<file path="src/rtl/conv_pkg.sv">
`default_nettype none
// conv_pkg: FSM states and arithmetic helpers shared by the conv2d_stream files.
package conv_pkg;

  typedef enum logic [0:0] {
    ST_LOAD = 1'b0,
    ST_RUN  = 1'b1
  } state_t;

  function automatic int clog2(input int value);
    int r;
    r = 0;
    while ((1 << r) < value) r = r + 1;
    return r;
  endfunction

  // Clamp a sign-extended accumulator to the signed range of a bits-wide word.
  function automatic logic signed [63:0] sat(input logic signed [63:0] acc, input int bits);
    logic signed [63:0] hi;
    logic signed [63:0] lo;
    hi = (64'sd1 <<< (bits - 1)) - 64'sd1;
    lo = -hi - 64'sd1;
    if (acc > hi) return hi;
    if (acc < lo) return lo;
    return acc;
  endfunction

endpackage
`default_nettype wire

</file>
<file path="src/rtl/conv_line_buffer.sv">
`default_nettype none
// conv_line_buffer: K-1 row delay lines feeding a KxK sliding window, advanced only on accepted pixels.
module conv_line_buffer
  import conv_pkg::*;
#(
  parameter int BITS        = 9,
  parameter int KERNEL_SIZE = 3,
  parameter int IMG_WIDTH   = 16
) (
  input  logic                   clk,
  input  logic                   reset,
  input  logic                   accept,
  input  logic signed [BITS-1:0] pix,
  input  logic                   pos_valid,
  input  logic                   pos_last,
  output logic signed [BITS-1:0] window [KERNEL_SIZE*KERNEL_SIZE],
  output logic                   window_valid,
  output logic                   window_last
);

  localparam int K    = KERNEL_SIZE;
  localparam int TAPS = K * K;

  logic signed [BITS-1:0] line_mem [K-1][IMG_WIDTH];
  // tap[k] is the pixel in the current column, k rows above the incoming one.
  logic signed [BITS-1:0] tap [K];

  always_comb begin
    tap[0] = pix;
    for (int k = 1; k < K; k++) begin
      tap[k] = line_mem[k-1][IMG_WIDTH-1];
    end
  end

  always_ff @(posedge clk) begin
    if (reset) begin
      for (int k = 0; k < K - 1; k++) begin
        for (int w = 0; w < IMG_WIDTH; w++) begin
          line_mem[k][w] <= '0;
        end
      end
      for (int t = 0; t < TAPS; t++) begin
        window[t] <= '0;
      end
    end else if (accept) begin
      for (int k = 0; k < K - 1; k++) begin
        line_mem[k][0] <= tap[k];
        for (int w = 1; w < IMG_WIDTH; w++) begin
          line_mem[k][w] <= line_mem[k][w-1];
        end
      end
      // Window row 0 is the oldest image row; column K-1 is the newest pixel.
      for (int i = 0; i < K; i++) begin
        for (int j = 0; j < K - 1; j++) begin
          window[i*K+j] <= window[i*K+j+1];
        end
        window[i*K+K-1] <= tap[K-1-i];
      end
    end
  end

  always_ff @(posedge clk) begin
    if (reset) begin
      window_valid <= 1'b0;
      window_last  <= 1'b0;
    end else begin
      window_valid <= accept & pos_valid;
      window_last  <= accept & pos_valid & pos_last;
    end
  end

endmodule
`default_nettype wire

</file>
<file path="src/rtl/conv2d_stream.sv">
`default_nettype none
// conv2d_stream: streaming KxK "valid" convolution with 2-cycle MAC pipeline and saturation.
// Optional macro CONV2D_RELU_EN clamps negative saturated results to zero.
module conv2d_stream
  import conv_pkg::*;
#(
  parameter int BITS        = 9,
  parameter int KERNEL_SIZE = 3,
  parameter int IMG_WIDTH   = 16,
  parameter int IMG_HEIGHT  = 16,
  parameter int OUT_SHIFT   = 0
) (
  input  logic                   clk,
  input  logic                   reset,
  input  logic signed [BITS-1:0] kernel_in,
  input  logic                   kernel_write_en,
  output logic                   kernel_ready,
  input  logic signed [BITS-1:0] pix_in,
  input  logic                   pix_valid,
  output logic                   pix_ready,
  output logic signed [BITS-1:0] pix_out,
  output logic                   out_valid,
  output logic                   frame_done
);

  localparam int TAPS   = KERNEL_SIZE * KERNEL_SIZE;
  localparam int CNT_W  = (clog2(TAPS) < 1) ? 1 : clog2(TAPS);
  localparam int COL_W  = clog2(IMG_WIDTH);
  localparam int ROW_W  = clog2(IMG_HEIGHT);
  localparam int PROD_W = 2 * BITS;
  localparam int ACC_W  = PROD_W + clog2(TAPS);
  localparam logic [CNT_W-1:0] LAST_COEF = CNT_W'(TAPS - 1);

  state_t                 state;
  state_t                 state_nx;
  logic [CNT_W-1:0]       cnt;
  logic signed [BITS-1:0] coef [TAPS];
  logic [COL_W-1:0]       col;
  logic [ROW_W-1:0]       row;
  logic                   accept;
  logic                   pos_valid;
  logic                   pos_last;

  logic signed [BITS-1:0] window [TAPS];
  logic                   window_valid;
  logic                   window_last;

  logic signed [PROD_W-1:0] prod [TAPS];
  logic                     s1_valid;
  logic                     s1_last;
  logic signed [ACC_W-1:0]  acc_sum;
  logic signed [ACC_W-1:0]  acc_shift;
  logic signed [63:0]       acc_wide;
  logic signed [BITS-1:0]   result;

  always_ff @(posedge clk) begin
    if (reset) state <= ST_LOAD;
    else       state <= state_nx;
  end

  always_comb begin
    state_nx  = state;
    pix_ready = 1'b0;
    case (state)
      ST_LOAD: if (kernel_write_en && cnt == LAST_COEF) state_nx = ST_RUN;
      ST_RUN:  pix_ready = 1'b1;
      default: state_nx = ST_LOAD;
    endcase
  end

  always_ff @(posedge clk) begin
    if (reset) begin
      cnt          <= '0;
      kernel_ready <= 1'b0;
    end else if (state == ST_LOAD && kernel_write_en) begin
      cnt <= cnt + 1'b1;
      if (cnt == LAST_COEF) kernel_ready <= 1'b1;
    end
  end

  always_ff @(posedge clk) begin
    if (state == ST_LOAD && kernel_write_en) coef[cnt] <= kernel_in;
  end

  assign accept    = pix_valid & pix_ready;
  assign pos_valid = (int'(row) >= KERNEL_SIZE - 1) && (int'(col) >= KERNEL_SIZE - 1);
  assign pos_last  = (row == ROW_W'(IMG_HEIGHT - 1)) && (col == COL_W'(IMG_WIDTH - 1));

  always_ff @(posedge clk) begin
    if (reset) begin
      col <= '0;
      row <= '0;
    end else if (accept) begin
      if (col == COL_W'(IMG_WIDTH - 1)) begin
        col <= '0;
        row <= (row == ROW_W'(IMG_HEIGHT - 1)) ? '0 : row + 1'b1;
      end else begin
        col <= col + 1'b1;
      end
    end
  end

  conv_line_buffer #(
    .BITS        (BITS),
    .KERNEL_SIZE (KERNEL_SIZE),
    .IMG_WIDTH   (IMG_WIDTH)
  ) u_line_buffer (
    .clk          (clk),
    .reset        (reset),
    .accept       (accept),
    .pix          (pix_in),
    .pos_valid    (pos_valid),
    .pos_last     (pos_last),
    .window       (window),
    .window_valid (window_valid),
    .window_last  (window_last)
  );

  // Kernel index is mirrored against the window so the result is a true convolution.
  always_ff @(posedge clk) begin
    if (window_valid) begin
      for (int k = 0; k < TAPS; k++) begin
        prod[k] <= PROD_W'(window[k]) * PROD_W'(coef[TAPS-1-k]);
      end
    end
  end

  always_ff @(posedge clk) begin
    if (reset) begin
      s1_valid <= 1'b0;
      s1_last  <= 1'b0;
    end else begin
      s1_valid <= window_valid;
      s1_last  <= window_last;
    end
  end

  always_comb begin
    acc_sum = '0;
    for (int k = 0; k < TAPS; k++) begin
      acc_sum = acc_sum + ACC_W'(prod[k]);
    end
    acc_shift = acc_sum >>> OUT_SHIFT;
    acc_wide  = {{(64 - ACC_W){acc_shift[ACC_W-1]}}, acc_shift};
    result    = BITS'(sat(acc_wide, BITS));
`ifdef CONV2D_RELU_EN
    if (result[BITS-1]) result = '0;
`else
`endif
  end

  always_ff @(posedge clk) begin
    if (reset) begin
      pix_out    <= '0;
      out_valid  <= 1'b0;
      frame_done <= 1'b0;
    end else begin
      out_valid  <= s1_valid;
      frame_done <= s1_last;
      if (s1_valid) pix_out <= result;
    end
  end

endmodule
`default_nettype wire

</file>
<file path="config.mk">
export PLATFORM = sky130hd
export DESIGN_NAME = conv2d_stream
export DESIGN_NICKNAME = d
export VERILOG_FILES = /design/src/rtl/conv_pkg.sv /design/src/rtl/conv_line_buffer.sv /design/src/rtl/conv2d_stream.sv
export SDC_FILE = /design/constraint.sdc
export NUM_CORES = 2
export LEC_CHECK = 0
export BUFFER_PORTS_ARGS = -buffer_cell sky130_fd_sc_hd__buf_2
export CORE_UTILIZATION = 59
export DETAILED_ROUTE_END_ITERATION = 16
export PLACE_DENSITY = 0.85
export SYNTH_ARGS = -nofsm -noshare
export SYNTH_HDL_FRONTEND = slang
export SYNTH_SLANG_ARGS = --single-unit
</file>
<file path="constraint.sdc">
create_clock -name clk -period 7.2 [get_ports clk]
set_clock_uncertainty 0.1 [all_clocks]
set_input_delay 0.72 -clock clk [delete_from_list [all_inputs] [get_ports clk]]
set_output_delay 0.72 -clock clk [all_outputs]
set_load 0.01 [all_outputs]
</file>
Word-level counts from Yosys, hierarchy flattened

Memories as Yosys holds them, arrays and structs flattened.
Index checks and enable logic that the tools add are counted.

Register bits: 110
Output and inout port bits: 13
Bits in writable memories: 531
Input port bits: 22
Memories kept: 3

Memory list:

| memory                 | depth | width | rd ports | clocked after Yosys merged registers in | write ports | RTL line               | source |
|---|---|---|---|---|---|---|---|
| u_line_buffer.line_mem | 2     | 144   | 2        | 0                                       | 2           | conv_line_buffer.sv:24 | `logic signed [BITS-1:0] line_mem [K-1][IMG_WIDTH];` |
| prod                   | 9     | 18    | 9        | 0                                       | 9           | conv2d_stream.sv:48    | `logic signed [PROD_W-1:0] prod [TAPS];` |
| coef                   | 9     | 9     | 9        | 0                                       | 1           | conv2d_stream.sv:37    | `logic signed [BITS-1:0] coef [TAPS];` |

Muxes and demuxes: 53
Reduce and logical (&&, ||, !) cells: 6
Order comparisons: 4
Add/subtract/negate cells: 11
$mul: 9
Equal/unequal tests: 3
Bitwise gates (word level): 36

Operator list:

| kind                  | number |
|---|---|
| $mux W9               | 36 |
| $mul A9 B9 Y18        | 9 |
| $add A22 B18 Y22      | 4 |
| $or A1 B1 Y1          | 32 |
| $add A21 B18 Y22      | 1 |
| $gt A22 B9 Y1 const B | 1 |
| $lt A22 B9 Y1 const B | 1 |
| $add A20 B18 Y21      | 1 |
| $add A19 B18 Y20      | 1 |
| $add A18 B18 Y19      | 1 |
| $mux W1               | 15 |
| $add A4 B1 Y4 const B | 3 |
| $eq A4 B4 Y1 const B  | 3 |
| $ge A4 B2 Y1 const B  | 2 |
| $mux W4               | 2 |
| $logic_and A1 B1 Y1   | 4 |
| $reduce_and A2 Y1     | 2 |
| $and A1 B1 Y1         | 3 |
| $not A1 Y1            | 1 |

Logic depth before layout (Yosys ltp)

An unclocked memory read counts as a cell.

Depth after elaboration: 14
Mapped depth: 22

By module

From an unflattened synthesis, not the netlist that was laid out.

Cells, all modules: 4604
Area total of the unflattened synthesis: 52736.8 um^2

Modules (own cells, without submodules):

| module           | sequential area each (um^2) | instances | cells an instance | area an instance (um^2) |
|---|---|---|---|---|
| conv2d_stream    | 7837.5                      | 1         | 3709              | 39258.9 |
| conv_line_buffer | 10309.9                     | 1         | 895               | 13477.9 |

Least setup slack after synthesis

OpenSTA, ideal clock, no wires.

Path type: input-to-reg
From: input pix_valid
To: memory u_line_buffer.line_mem[0][0] in the netlist's numbering, enable pin
Setup time: 0.637 ns
Path buffers: 2
Data required time: 6.463 ns
Stages: 5
Arrival time: 6.904 ns
Path slack: -0.441 ns
Cell sequence: and2_1 > clkbuf_1 > nor2_1 > clkbuf_1 > inv_1

RTL lines:

| what            | RTL line               | source |
|---|---|---|
| start, declared | conv2d_stream.sv:19    | `input logic pix_valid,` |
| end, declared   | conv_line_buffer.sv:24 |  |

==> flow_metrics.tcl <==
set metrics [dict create \
    vias_per_cell 5.567 \
    synth_warnings 0 \
    drt_iter0_drc 3072 \
    die_h_um 301.4 \
    min_period_ps 5895 \
    cts_resized 0 \
    mostFrequentLayoutCell "inv_1" \
    ys_ff_latch 641 \
    crit_arrival_ps 6250 \
    insertion_delay_ps 640 \
    io_pins 35 \
    ys_types 63 \
    irDropWorstVdd_v 0.0001843 \
    tns_ps 0 \
    finalHoldViolCount 0 \
    hold_class "input port to flop" \
    required_ps 7550 \
    synth-edff-count 531 \
    crit_fanout 8 \
    rsz0062_at_grt "no" \
    power-per-cell-area_nw_per_um2 144.3 \
    cpMostUsedCell "fa_1" \
    cts_tree "done" \
    end_kind "flop" \
    synth_area_leaders "edfxtp_1, fa_1, ha_1" \
    clkTransAtPathRegs_ps 60 \
    cp_slowest_cell "fa_1" \
    status "finished, violations left" \
    worstMarginPinSlew_ps 1064 \
    synth_top_area_share_pct 30.16 \
    grt_max_degree 289 \
    h-tree-depth 3 \
    portBuffers 34 \
    coreArea_um2 88510 \
    max-slew-margin-rel_pct 28.99 \
    netlist_area_um2 52870 \
    finalSetupViolations 0 \
    dieArea_um2 90810 \
    violations "DRC" \
    cellLeakagePower_nw 24.99 \
    hold-worst-slack_ps 329.1 \
    ys.flop_type "edfxtp_1" \
    cp_cell_sequence "inv_1 -> fa_1 -> inv_1 -> fa_1 -> fa_1 -> inv_1 -> fa_1 -> inv_1 -> ha_1 -> fa_1 -> a21o_1 -> a221oi_2 -> or4_4 -> nand2_2 -> xnor2_1 -> or3_1 -> or4b_1 -> o21ai_4 -> a211oi_1" \
    root_buffer "clkbuf_16" \
    hpwl_um 82640 \
    fin_util_pct 63.78 \
    area_delta_synth_final_pct 6.768 \
    synth_area_leader_cell "edfxtp_1" \
    cts_sinks 641 \
    fmax_mhz 169.6 \
    antenna_found_initial 7 \
    fin_crit_sh_pct 81.87 \
    synth_nets 5865 \
    final_cell_mix "inv_1, fa_1, and2_1" \
    grt_use_total_pct 26.34 \
    syn_area_per_cell_um2 11.22 \
    critical_path_class "flop to flop" \
    grt_pass1_wl_um 185200 \
    start_util_pct 59.73 \
    place.gp.congestion 0.9479 \
    yosysSeqAreaShare_pct 34.32 \
    cts_hold_buffers 0 \
    fill_cells 6226 \
    synthesis.instances 4712 \
    ant_nets 0 \
    max_cap_viol_count 0 \
    dieWidth_um 301.4 \
    numCtsBuffers 72 \
    drt_pass1_iterations 13 \
    startpoint_type "flop" \
    layout-drive-gt1-share_pct 3.838 \
    synthArstFlopShare_pct 0 \
    grt_pass1_vias 34700 \
    slowest_delay_ps 570 \
    grt_overflow 0 \
    slew_viol_final 0 \
    post_cts_buffers 0 \
    rows 109 \
    vias 32750 \
    drc 4 \
    drt-total-wl_um 113900 \
    cts.path.max_buffers 3 \
    wire_per_inst_um 19.36 \
    num-nets-final 5810 \
]
-- worst paths after layout --
kind | slack (ps) | startpoint | to | depth (start not counted)
setup / recovery | 1310 | prod[0][2] | pix_out[3] | 19
hold / removal | 330 | pix_in[0] | u_line_buffer.window[0] | 3
setup reg to reg | 1310 | prod[0][2] | pix_out[3] | 19
hold reg to reg | 340 | u_line_buffer.window_last | s1_last | 1
-- cell families (layout without fill, tap and decap cells) --
logic type / count (synthesis) / after routing / share of synthesized area, %
compound gates: 311 / 311 / 3.831
xor+xnor: 190 / 190 / 3.147
fa+ha+maj: 1131 / 1131 / 37.54
buf+inv: 1037 / 1041 / 7.367
flops: 641 / 641 / 34.32
mux: 3 / 3 / 0.05680
other cells: 0 / 1 / 0
simple gates: 1399 / 1399 / 13.73
-- layer usage --
layer | wire length [um] | vias to the layer above | GRT usage (%)
met4 | 5489 | 4 | 11.51
met2 | 55280 | 1383 | 43.25
li1 | - | 14540 | -
met5 | 25 | - | 0
met3 | 8788 | 304 | 3.789
met1 | 44270 | 16510 | 35.10
-- stage by stage --
step           worst slack [ps]  instance area [um^2]  instances  power (mW)
2_1_floorplan             603.1                 52870       4712       4.283
3_3_place_gp               1475                 53980       5748       4.349
3_5_place_dp               1395                 53980       5748       4.357
4_1_cts                    1355                 56450       5881       8.181
5_1_grt                    1060                 56450       5882       8.332
6_report                   1305                 56450       5882       8.143
-- area by class of cell --
type | instances | area [um^2] | share of cell area (%)
multi-input cells | 3034 | 30840 | 54.64
flip-flops and latches | 641 | 18150 | 32.15
inverters | 861 | 3236 | 5.732
clock buffers | 89 | 1969 | 3.489
well taps | 1165 | 1458 | 2.582
clock inverters | 44 | 495.5 | 0.8777
repair buffers | 47 | 295.3 | 0.5231
diodes | 1 | 2.502 | 0.004433
-- power breakdown --
part | internal [mW] | switching [mW]
Clock | 2.26 | 1.60
Sequential | 4.06 | 0.0380
Combinational | 0.0529 | 0.133
-- Yosys cell counts, drive strengths merged (2+ instances only) --
cell     count
a2111oi      2
a211oi      15
a21o        40
a21oi      132
a31oi       10
and2       629
and3         6
and3b        2
buf          6
clkbuf     170
dfxtp      110
edfxtp     531
fa         759
ha         372
inv        861
mux2i        3
nand2      497
nand2b      71
nand3       17
nand3b       3
nand4        9
nor2        96
nor2b       20
nor3        20
nor3b        2
nor4         5
o2111ai     15
o211a        2
o211ai       4
o21a        15
o21ai       24
o21bai      25
o22ai        2
o31ai        2
o41a         3
o41ai        9
or2          5
or3          9
or4          3
or4b         3
xnor2      154
xor2        36
-- sequential cells by signal (all words and copies together), names as in the netlist --
name,cells
cnt,4
coef,81
col,4
frame_done,1
kernel_ready,1
out_valid,1
pix_out,9
prod,162
row,4
s1_last,1
s1_valid,1
state,1
u_line_buffer.line_mem,288
u_line_buffer.window,81
u_line_buffer.window_last,1
u_line_buffer.window_valid,1
-- critical path: cells and delay by family, from the launching register on --
| family | cells | cell delay, ps |
|---|---|---|
| xor gates and xnor gates | 1 | 150 |
| adders and majority gates | 6 | 2670 |
| and+or+nand+nor | 4 | 1190 |
| DFF | 1 | 330 |
| buffers and inverters | 4 | 230 |
| AOI/OAI and AO/OA | 4 | 1040 |
No activity file was read; power rests on OpenSTA's default activity.
